File: config.mk
export PLATFORM = sky130hd
export DESIGN_NAME = muldiv_unit
export DESIGN_NICKNAME = d
export VERILOG_FILES = /design/src/rtl/muldiv_unit.sv
export SDC_FILE = /design/constraint.sdc
export NUM_CORES = 1
export LEC_CHECK = 0
export BUFFER_PORTS_ARGS = -buffer_cell sky130_fd_sc_hd__buf_2
export CORE_MARGIN = 2
export CORE_UTILIZATION = 40
export CTS_CLUSTER_SIZE = 12
export DETAILED_ROUTE_END_ITERATION = 7
export PLACE_DENSITY = 0.62
export SYNTH_ARGS = -nofsm -noshare
export SYNTH_HDL_FRONTEND = slang
export SYNTH_SLANG_ARGS = --single-unit
File: constraint.sdc
create_clock -name clock -period 4.8 [get_ports clock]
set_input_delay 1.44 -clock clock [delete_from_list [all_inputs] [get_ports clock]]
set_output_delay 1.44 -clock clock [all_outputs]
set_load 0.01 [all_outputs]
File: src/rtl/muldiv_unit.sv
// Iterative signed multiply/divide unit: radix-2 shift-add multiply and restoring divide on
// operand magnitudes, followed by one sign fix-up cycle. The result is held until writeback acks.
module muldiv_unit #(
    parameter int WIDTH     = 32,
    parameter int TAG_WIDTH = 5
) (
    input  logic                 clock,
    input  logic                 reset,
    input  logic                 start,
    input  logic                 op_div,
    input  logic [WIDTH-1:0]     operand_a,
    input  logic [WIDTH-1:0]     operand_b,
    input  logic [TAG_WIDTH-1:0] dest_in,
    input  logic                 flush,
    input  logic                 result_ack,
    output logic                 ready,
    output logic                 busy,
    output logic                 result_valid,
    output logic [WIDTH-1:0]     result,
    output logic [TAG_WIDTH-1:0] dest_out,
    output logic                 exception
);

    localparam int CNT_W = $clog2(WIDTH + 1);
    localparam logic [CNT_W-1:0] LAST_COUNT = CNT_W'(WIDTH);
    localparam logic [WIDTH-1:0] MOST_NEG   = {1'b1, {(WIDTH-1){1'b0}}};

    typedef enum logic [1:0] {
        IDLE,
        RUN,
        DONE
    } state_t;

    state_t state, state_next;

    logic                 accept;
    logic                 iter_en;
    logic                 finish;
    logic [CNT_W-1:0]     counter;
    logic [2*WIDTH-1:0]   prod;
    logic [WIDTH-1:0]     mag_a;
    logic [WIDTH-1:0]     mag_b;
    logic                 op_div_q;
    logic                 neg_q;
    logic                 div_ovf_q;
    logic [WIDTH-1:0]     result_q;
    logic [TAG_WIDTH-1:0] dest_q;
    logic                 exception_q;

    logic [WIDTH-1:0]     mag_a_in;
    logic [WIDTH-1:0]     mag_b_in;
    logic [WIDTH:0]       mul_sum;
    logic [2*WIDTH-1:0]   mul_next;
    logic [WIDTH:0]       div_shift;
    logic [WIDTH:0]       div_sub;
    logic                 div_ge;
    logic [2*WIDTH-1:0]   div_next;
    logic [2*WIDTH-1:0]   prod_signed;
    logic [WIDTH-1:0]     quot_signed;
    logic [WIDTH-1:0]     fix_result;
    logic                 fix_exception;

    always_ff @(posedge clock) begin
        if (reset) begin
            state <= IDLE;
        end else begin
            state <= state_next;
        end
    end

    // RUN spends WIDTH cycles iterating and one more (counter == WIDTH) on sign fix-up.
    always_comb begin
        state_next = state;
        accept     = 1'b0;
        iter_en    = 1'b0;
        finish     = 1'b0;
        case (state)
            IDLE: begin
                if (start && !flush) begin
                    accept     = 1'b1;
                    state_next = RUN;
                end
            end
            RUN: begin
                if (flush) begin
                    state_next = IDLE;
                end else if (counter == LAST_COUNT) begin
                    finish     = 1'b1;
                    state_next = DONE;
                end else begin
                    iter_en = 1'b1;
                end
            end
            DONE: begin
                if (result_ack || flush) begin
                    state_next = IDLE;
                end
            end
            default: state_next = IDLE;
        endcase
    end

    always_comb begin
        mag_a_in = operand_a[WIDTH-1] ? (~operand_a + 1'b1) : operand_a;
        mag_b_in = operand_b[WIDTH-1] ? (~operand_b + 1'b1) : operand_b;
    end

    // Multiply: low half starts as |b|; each step conditionally adds |a| to the high half and shifts right.
    always_comb begin
        mul_sum  = {1'b0, prod[2*WIDTH-1:WIDTH]} + (prod[0] ? {1'b0, mag_a} : '0);
        mul_next = {mul_sum, prod[WIDTH-1:1]};
    end

    // Divide: high half is the partial remainder, low half shifts the dividend out and quotient bits in.
    always_comb begin
        div_shift = {prod[2*WIDTH-1:WIDTH], prod[WIDTH-1]};
        div_ge    = (div_shift >= {1'b0, mag_b});
        div_sub   = div_shift - {1'b0, mag_b};
        div_next  = {(div_ge ? div_sub[WIDTH-1:0] : div_shift[WIDTH-1:0]),
                     prod[WIDTH-2:0], div_ge};
    end

    always_comb begin
        prod_signed   = neg_q ? (~prod + 1'b1) : prod;
        quot_signed   = neg_q ? (~prod[WIDTH-1:0] + 1'b1) : prod[WIDTH-1:0];
        fix_result    = '0;
        fix_exception = 1'b0;
        if (!op_div_q) begin
            fix_result    = prod_signed[WIDTH-1:0];
            fix_exception = (prod_signed[2*WIDTH-1:WIDTH] != {WIDTH{prod_signed[WIDTH-1]}});
        end else if (mag_b == '0) begin
            fix_result    = '0;
            fix_exception = 1'b1;
        end else if (div_ovf_q) begin
            fix_result    = MOST_NEG;
            fix_exception = 1'b1;
        end else begin
            fix_result    = quot_signed;
            fix_exception = 1'b0;
        end
    end

    always_ff @(posedge clock) begin
        if (reset) begin
            counter     <= '0;
            prod        <= '0;
            mag_a       <= '0;
            mag_b       <= '0;
            op_div_q    <= 1'b0;
            neg_q       <= 1'b0;
            div_ovf_q   <= 1'b0;
            result_q    <= '0;
            dest_q      <= '0;
            exception_q <= 1'b0;
        end else begin
            if (accept) begin
                counter   <= '0;
                mag_a     <= mag_a_in;
                mag_b     <= mag_b_in;
                op_div_q  <= op_div;
                neg_q     <= operand_a[WIDTH-1] ^ operand_b[WIDTH-1];
                div_ovf_q <= (operand_a == MOST_NEG) && (operand_b == {WIDTH{1'b1}});
                dest_q    <= dest_in;
                prod      <= {{WIDTH{1'b0}}, (op_div ? mag_a_in : mag_b_in)};
            end
            if (iter_en) begin
                counter <= counter + 1'b1;
                prod    <= op_div_q ? div_next : mul_next;
            end
            if (finish) begin
                result_q    <= fix_result;
                exception_q <= fix_exception;
            end
        end
    end

    assign ready        = (state == IDLE);
    assign busy         = ~ready;
    assign result_valid = (state == DONE);
    assign result       = result_q;
    assign dest_out     = dest_q;
    assign exception    = exception_q;

endmodule

==> impl_results.md, run 1 <==
- Share of cells above drive strength 1: 11.9%
- Met2 Routed Length: 22200 microns
- Ys flop type: dfxtp_1
- Initial antenna violation count: 1
- Worst-Skew Late Latency: 440 ps
- Slowest Stage Delay on Critical Path: 660 ps
- Worst clock skew: 11.3 ps
- Synthesized area per cell: 7.64 sq um
- Die area: 37100 sq um
- Number of CTS-inserted buffers: 17
- Crit-path max FO: 10
- Worst-path clk slew: 70 ps
- Post-DR wirelength/cell: 20.7 microns
- Final Power: 4.10 mW
- Pwr dens: 259 nW/um^2
- Final GP Congestion: 0.957
- DR vias/cell: 5.99
- Clock Sinks: 177
- Post-cts sizing count: 0
- Nets: 2059
- Pin count of the biggest net entering global routing: 104
- Number of buffers and inverters on the critical path: 1
- FP Rows: 69
- Drt drc: 0
- CP Data Required Time: 5130 ps
- I/O Pins: 116
- Longest Clk Path Bufs: 2
- Most used cell, CP: and3_1
- Mapped Area: 14200 sq um
- Outcome: finished clean
- CTS H-tree lvls: 4
- Via count: 14.3k
- Highest metal used: met4
- TNS Setup: 0 ps
- Fin crit share: 87.4%
- Final Hold Vio Count: 0
- Cell taking the most area after synthesis: dfxtp_1
- Main area contributors after synthesis: dfxtp_1 25%, ha_1 6.2%, xnor2_1 6.1%
- Core box area: 35300 sq um
- Startpoint types: flip-flop
- DR pass1 iterations: 5
- Metal-1 WL: 22000 microns
- CP Cell Sequence: ha_1 -> and3_1 -> and3_1 -> o221ai_1 -> a21oi_1 -> a211oi_1 -> o41a_1 -> o41ai_4 -> buf_4 -> mux2_2 -> mux2i_1 -> o21ai_0
- Wire length of the first global-routing pass: 75900 microns
- Antenna viol nets, final: 0
- Initial core utilization: 40.3%
- Worst-case headroom to the max-slew limit: 38.2%
- Max Cap Viol: 0
- CTS Root Cell: clkbuf_16
- Post-CTS Setup Repair Bufs: 0
- Cts hold-fix bufs: 0
- Slowest CP cell: o41ai_4
- Post-synth EDFFs: 0
- Hold Crit Class: flip-flop to flip-flop
- Area Overhead vs Synth: 11.3%
- Die width: 193 microns
- Initial DRC count: 1252
- Met3 WL: 3040 microns
- Ys async rst share: 0%
- Worst EP arrival: 4520 ps
- CP endpoint kind: flip-flop
- Crit path max-delay family: compound AO/OA/AOI/OAI gates
- RSZ-0062 raised after global routing: false
- Synth top area share: 24.9%
- FMAX: 238 MHz
- Setup CP Type: flip-flop to flip-flop
- Synth unique cells: 80
- Commonest cells in the netlist: 204 x nor2_1, 177 x dfxtp_1, 156 x nand2_1, 112 x a21oi_1, 111 x clkbuf_1
- Total track usage: 26.4%
- Sequential share of the synthesized area: 24.9%
- Maximum VDD drop: 0.000243 V
- CTS tree: built
- Fin crit period: 4190 ps
- I/O Buffers: 115
- Die height: 193 microns
- Grt ovf: 0
- WL final: 49300 microns
- Leak Pwr: 6.38 nW
- Final HPWL DP: 38000 microns
- Max Slew Vio Count: 0
- Setup Viol. Count Final: 0
- Slew @ Worst Pin: 918 ps
- Synthesized instance count: 1865
- Number of synthesized register bits: 177
- Total number of yosys warnings: 0
- Most common cell in the netlist: nor2_1
- Mapped Nets: 2012
- Vias in the first global route: 13.2k
cell usage in the layout, fill, tap and decap left out, types with 27 or more instances in the layout:
cell | netlist | routed
a211oi_1 | 68 | 68
nand3_1 | 39 | 39
inv_1 | 66 | 66
dfxtp_1 | 177 | 175
buf_4 | 1 | 40
nand4_1 | 27 | 27
xor2_1 | 73 | 73
nand2_1 | 156 | 156
xnor2_1 | 99 | 99
o31ai_1 | 40 | 40
mux2i_1 | 68 | 68
a31oi_1 | 31 | 31
ha_1 | 70 | 70
a21oi_1 | 112 | 112
a22oi_1 | 46 | 46
a21o_1 | 36 | 36
buf_2 | 6 | 114
nor2_1 | 204 | 204
and2_1 | 34 | 34
o21ai_0 | 106 | 106
per-stage QoR:
step,cells,hold WS [ps],instance area (sq um),worst slack [ps],util [%]
final,2386,458,15900,605,44.9
after global routing,2385,476,15900,409,44.9
after CTS,2385,456,15900,660,44.9
after detailed placement,2354,446,15200,324,43.2
after global placement,2354,443,15200,328,43.2
after floorplan,1865,432,14200,673,-
kinds of logic (layout without fill, tap and decap cells):
group	Yosys count	in the layout	synth area share (%)
AOI/OAI and AO/OA	548	548	25.7
xor gates and xnor gates	172	172	10.6
adders and majority gates	72	72	6.43
buffers and inverters	196	255	5.36
DFF	177	177	24.9
muxes	73	73	5.18
other	0	1	0
and+or+nand+nor	627	627	21.8
registers in the layout, summed over array words and instances, names as in the netlist:
name       cells
prod          64
exception      1
counter        6
neg_q          1
dest_out       5
div_ovf_q      1
mag_b         32
mag_a         32
result        32
state          2
op_div_q       1
cell type report:
| cell class | count | area (sq um) |
|---|---|---|
| Multi-Input combinational cell | 1492 | 9960 |
| Clock inverter | 11 | 151 |
| Fill cell | 3530 | 19500 |
| Antenna cell | 1 | 2.50 |
| Timing Repair Buffer | 156 | 911 |
| Tap cell | 461 | 577 |
| Clock buffer | 20 | 457 |
| Inverter | 68 | 255 |
| Sequential cell | 177 | 3550 |
per-layer routing:
metal / up-vias / global-route usage, %
met5: - / 0
met4: 0 / 11.8
met3: 88 / 3.53
met2: 553 / 42.2
met1: 6738 / 35.4
li1: 6904 / -
power breakdown:
part / total (mW) / internal [mW] / switching [mW]
registers: 1.60 / 1.53 / 0.0753
clock network: 1.49 / 0.850 / 0.639
logic: 1.01 / 0.370 / 0.637
total: 4.10 / 2.75 / 1.35
path summary, 6_finish.rpt:
path	depth (start not counted)	slack [ps]	startpoint	end
min	2	460	dest_out[1]	dest_out[1]
min reg2reg	2	460	dest_out[1]	dest_out[1]
max reg2reg	12	610	prod[38]	prod[58]
max	12	610	prod[38]	prod[58]
worst min-delay path: stages, from the launching register on:
cell	delay [ps]
dfxtp_1	310
nand2_1	50
a21oi_1	50
Note: power is estimated with default switching activity, not from simulation.
==> run 2, diff against run 1 <==
CELL_PAD_IN_SITES_DETAIL_PLACEMENT = 0   (was default)
CELL_PAD_IN_SITES_GLOBAL_PLACEMENT = 1   (was default)
PLACE_DENSITY = 0.78   (was 0.62)
==> run 2 against run 1 <==
  * Critical path depth is the same
  * Sequential share of layout area about the same
  * Highest routed layer unchanged
  * Via count decreased by 0.39%
  * Largest power group unchanged
  * Core utilization about the same
  * Critical endpoint unchanged
  * Cell area hardly changed
  * Wire length increased by 0.61%
  * Non-clock buffer count increased by 1
  * Combinational power is essentially flat
  * Fmax down 0.65%
==> impl_results.md, run 2 (same netlist as run 1, synthesis figures left out) <==
- GR Util met2: 42.1% (-0.069 points)
- Maximum VDD drop: 0.000180 V (-26%)
- CP Launch Point: prod[34]
- Setup CP Type: flip-flop to flip-flop
- Reg2Reg Launch Point: prod[34]
- Cts hold-fix bufs: 0 (unchanged)
- Placed cell count: 2355 (+0.042%)
- RSZ-0062 raised after global routing: false
- Non-filler instance count after layout: 2387 (+0.042%)
- Slew @ Worst Pin: 953 ps (+34.6 ps)
- FP Rows: 69 (unchanged)
- Max Cap Viol: 0 (unchanged)
- Worst clock skew: 14.1 ps (+2.83 ps)
- DR vias/cell: 5.96 (-0.43%)
- Outcome: finished clean
- Drt drc: 0 (unchanged)
- Sw Ratio: 34.8% (+1.8 points)
- Number of buffers and inverters on the critical path: 1 (unchanged)
- Die width: 193 microns (unchanged)
- CP Cell Sequence: ha_1 -> o21a_1 -> o31a_1 -> o221ai_1 -> a21oi_1 -> a211oi_1 -> o41a_1 -> o41ai_4 -> buf_4 -> mux2_2 -> mux2i_1 -> o21ai_0
- Max Slew Vio Count: 0 (unchanged)
- Worst-case headroom to the max-slew limit: 36.4% (-1.8 points)
- Worst-path clk slew: 80 ps (about the same)
- Post-CTS Setup Repair Bufs: 0 (unchanged)
- Number of CTS-inserted buffers: 17 (unchanged)
- I/O Buffers: 115 (unchanged)
- Worst EP arrival: 4560 ps (+40 ps)
- Clock power frac: 36.0% (-0.3 points)
- Hold Crit Class: flip-flop to flip-flop
- Die area: 37100 sq um (unchanged)
- Comb pwr share: 24.6% (about the same)
- I/O Pins: 116 (unchanged)
- Design Area, Final: 15900 sq um (about the same)
- Post-DR wirelength/cell: 20.8 microns (+0.57%)
- Pwr dens: 257 nW/um^2 (-0.62%)
- Net Switching: 1.42 mW (+4.9%)
- Grt peak-use layer: met2
- TNS Setup: 0 ps (unchanged)
- Largest register by flop count: prod
- Antenna viol nets, final: 0 (unchanged)
- Setup Viol. Count Final: 0 (unchanged)
- Startpoint types: flip-flop
- Via count: 14.2k (-0.39%)
- Nets: 2060 (+0.049%)
- Share of cells above drive strength 1: 12.0% (+0.20 points)
- Wire length of the first global-routing pass: 75900 microns (about the same)
- WL final: 49600 microns (+0.61%)
- CP Data Required Time: 5130 ps (about the same)
- Worst R2R Setup Slack: 580 ps (-30 ps)
- FMAX: 237 MHz (-0.65%)
- CP endpoint kind: flip-flop
- Fin crit period: 4220 ps (+27.5 ps)
- Worst-Skew Late Latency: 450 ps (about the same)
- Crit path max-delay family: compound AO/OA/AOI/OAI gates
- Post-DP Area: 15300 sq um (about the same)
- Initial antenna violation count: 0 (-1)
- Final GP Congestion: 0.924 (-3.4%)
- Int Pwr: 2.66 mW (-3.3%)
- Crit-path max FO: 14 (+4)
- Diodes inserted: 0 (-1)
- Area Overhead vs Synth: 11.4% (about the same)
- Worst Min Path Start: dest_out[4]
- Sequential share of power: 39.4% (+0.3 points)
- Pin count of the biggest net entering global routing: 101 (-2.9%)
- Initial core utilization: 40.3% (unchanged)
- Most frequent cells in the layout: 203 x nor2_1, 175 x dfxtp_1, 156 x nand2_1
- Slowest Stage Delay on Critical Path: 690 ps (+30 ps)
- Post-cts sizing count: 0 (unchanged)
- Die height: 193 microns (unchanged)
- Final HPWL DP: 38600 microns (+1.5%)
- Initial DRC count: 1415 (+13%)
- CTS H-tree lvls: 4 (unchanged)
- Max FFs per register: 64 (unchanged)
- CTS tree: built
- Fin crit share: 88.0% (+0.57 points)
- DR pass1 iterations: 8 (+3)
- Total track usage: 26.6% (+0.14 points)
- Clock Sinks: 177 (unchanged)
- Grt ovf: 0 (unchanged)
- Vias in the first global route: 12.8k (-2.8%)
- Leak Pwr: 6.39 nW (+0.16%)
- GRT met1 Usage: 36.9% (+1.6 points)
- CTS Root Cell: clkbuf_16
- Longest Clk Path Bufs: 2 (unchanged)
- Final Hold Vio Count: 0 (unchanged)
- Most common cell after layout, fill and taps aside: nor2_1
- Global Route met3 Usage: 3.46% (-0.073 points)
- Core box area: 35300 sq um (unchanged)
- Slowest CP cell: dfxtp_1
[run 2: worst paths after layout]
kind | depth (start not counted) | to
setup / recovery | 12 | prod[58]
hold / removal | 2 | dest_out[4]
setup reg to reg | 12 | prod[58]
hold reg to reg | 2 | dest_out[4]
[run 2: area by class of cell]
| cell class | count | area (sq um) |
|---|---|---|
| fillers | 3525 | 19500 |
| multi-input cells | 1492 | 9960 |
| flip-flops and latches | 177 | 3550 |
| repair buffers | 157 | 918 |
| well taps | 461 | 577 |
| clock buffers | 18 | 439 |
| inverters | 68 | 255 |
| clock inverters | 14 | 163 |
[run 2: layer usage]
layer	wire, microns	vias to the layer above
met2	22200	453
met1	23300	6811
met4	1500	0
met3	2550	61
met5	0	-
li1	-	6903
[run 2: per-stage QoR]
stage                     power, mW  util [%]  hold slack (ps)  worst slack, ps
final                          4.08      44.9              460              578
after global routing           4.25      44.9              489              303
after CTS                      4.08      44.9              459              717
after detailed placement       2.63      43.2              447              280
after global placement         2.61      43.2              442              320
after floorplan                2.30         -              432              673
[run 2: power groups by stage]
stage                     combinational, mW  sequential (mW)  clock (mW)
after floorplan                       0.709             1.60           0
after global placement                0.980             1.63           0
after detailed placement              0.988             1.64           0
after CTS                             0.992             1.60        1.48
after global routing                   1.09             1.61        1.54
final                                  1.00             1.60        1.47
[run 2: worst min-delay path, stage by stage, from the launching register on]
cell and delay [ps]:
dfxtp_1 310, nand2_1 50, a21oi_1 50
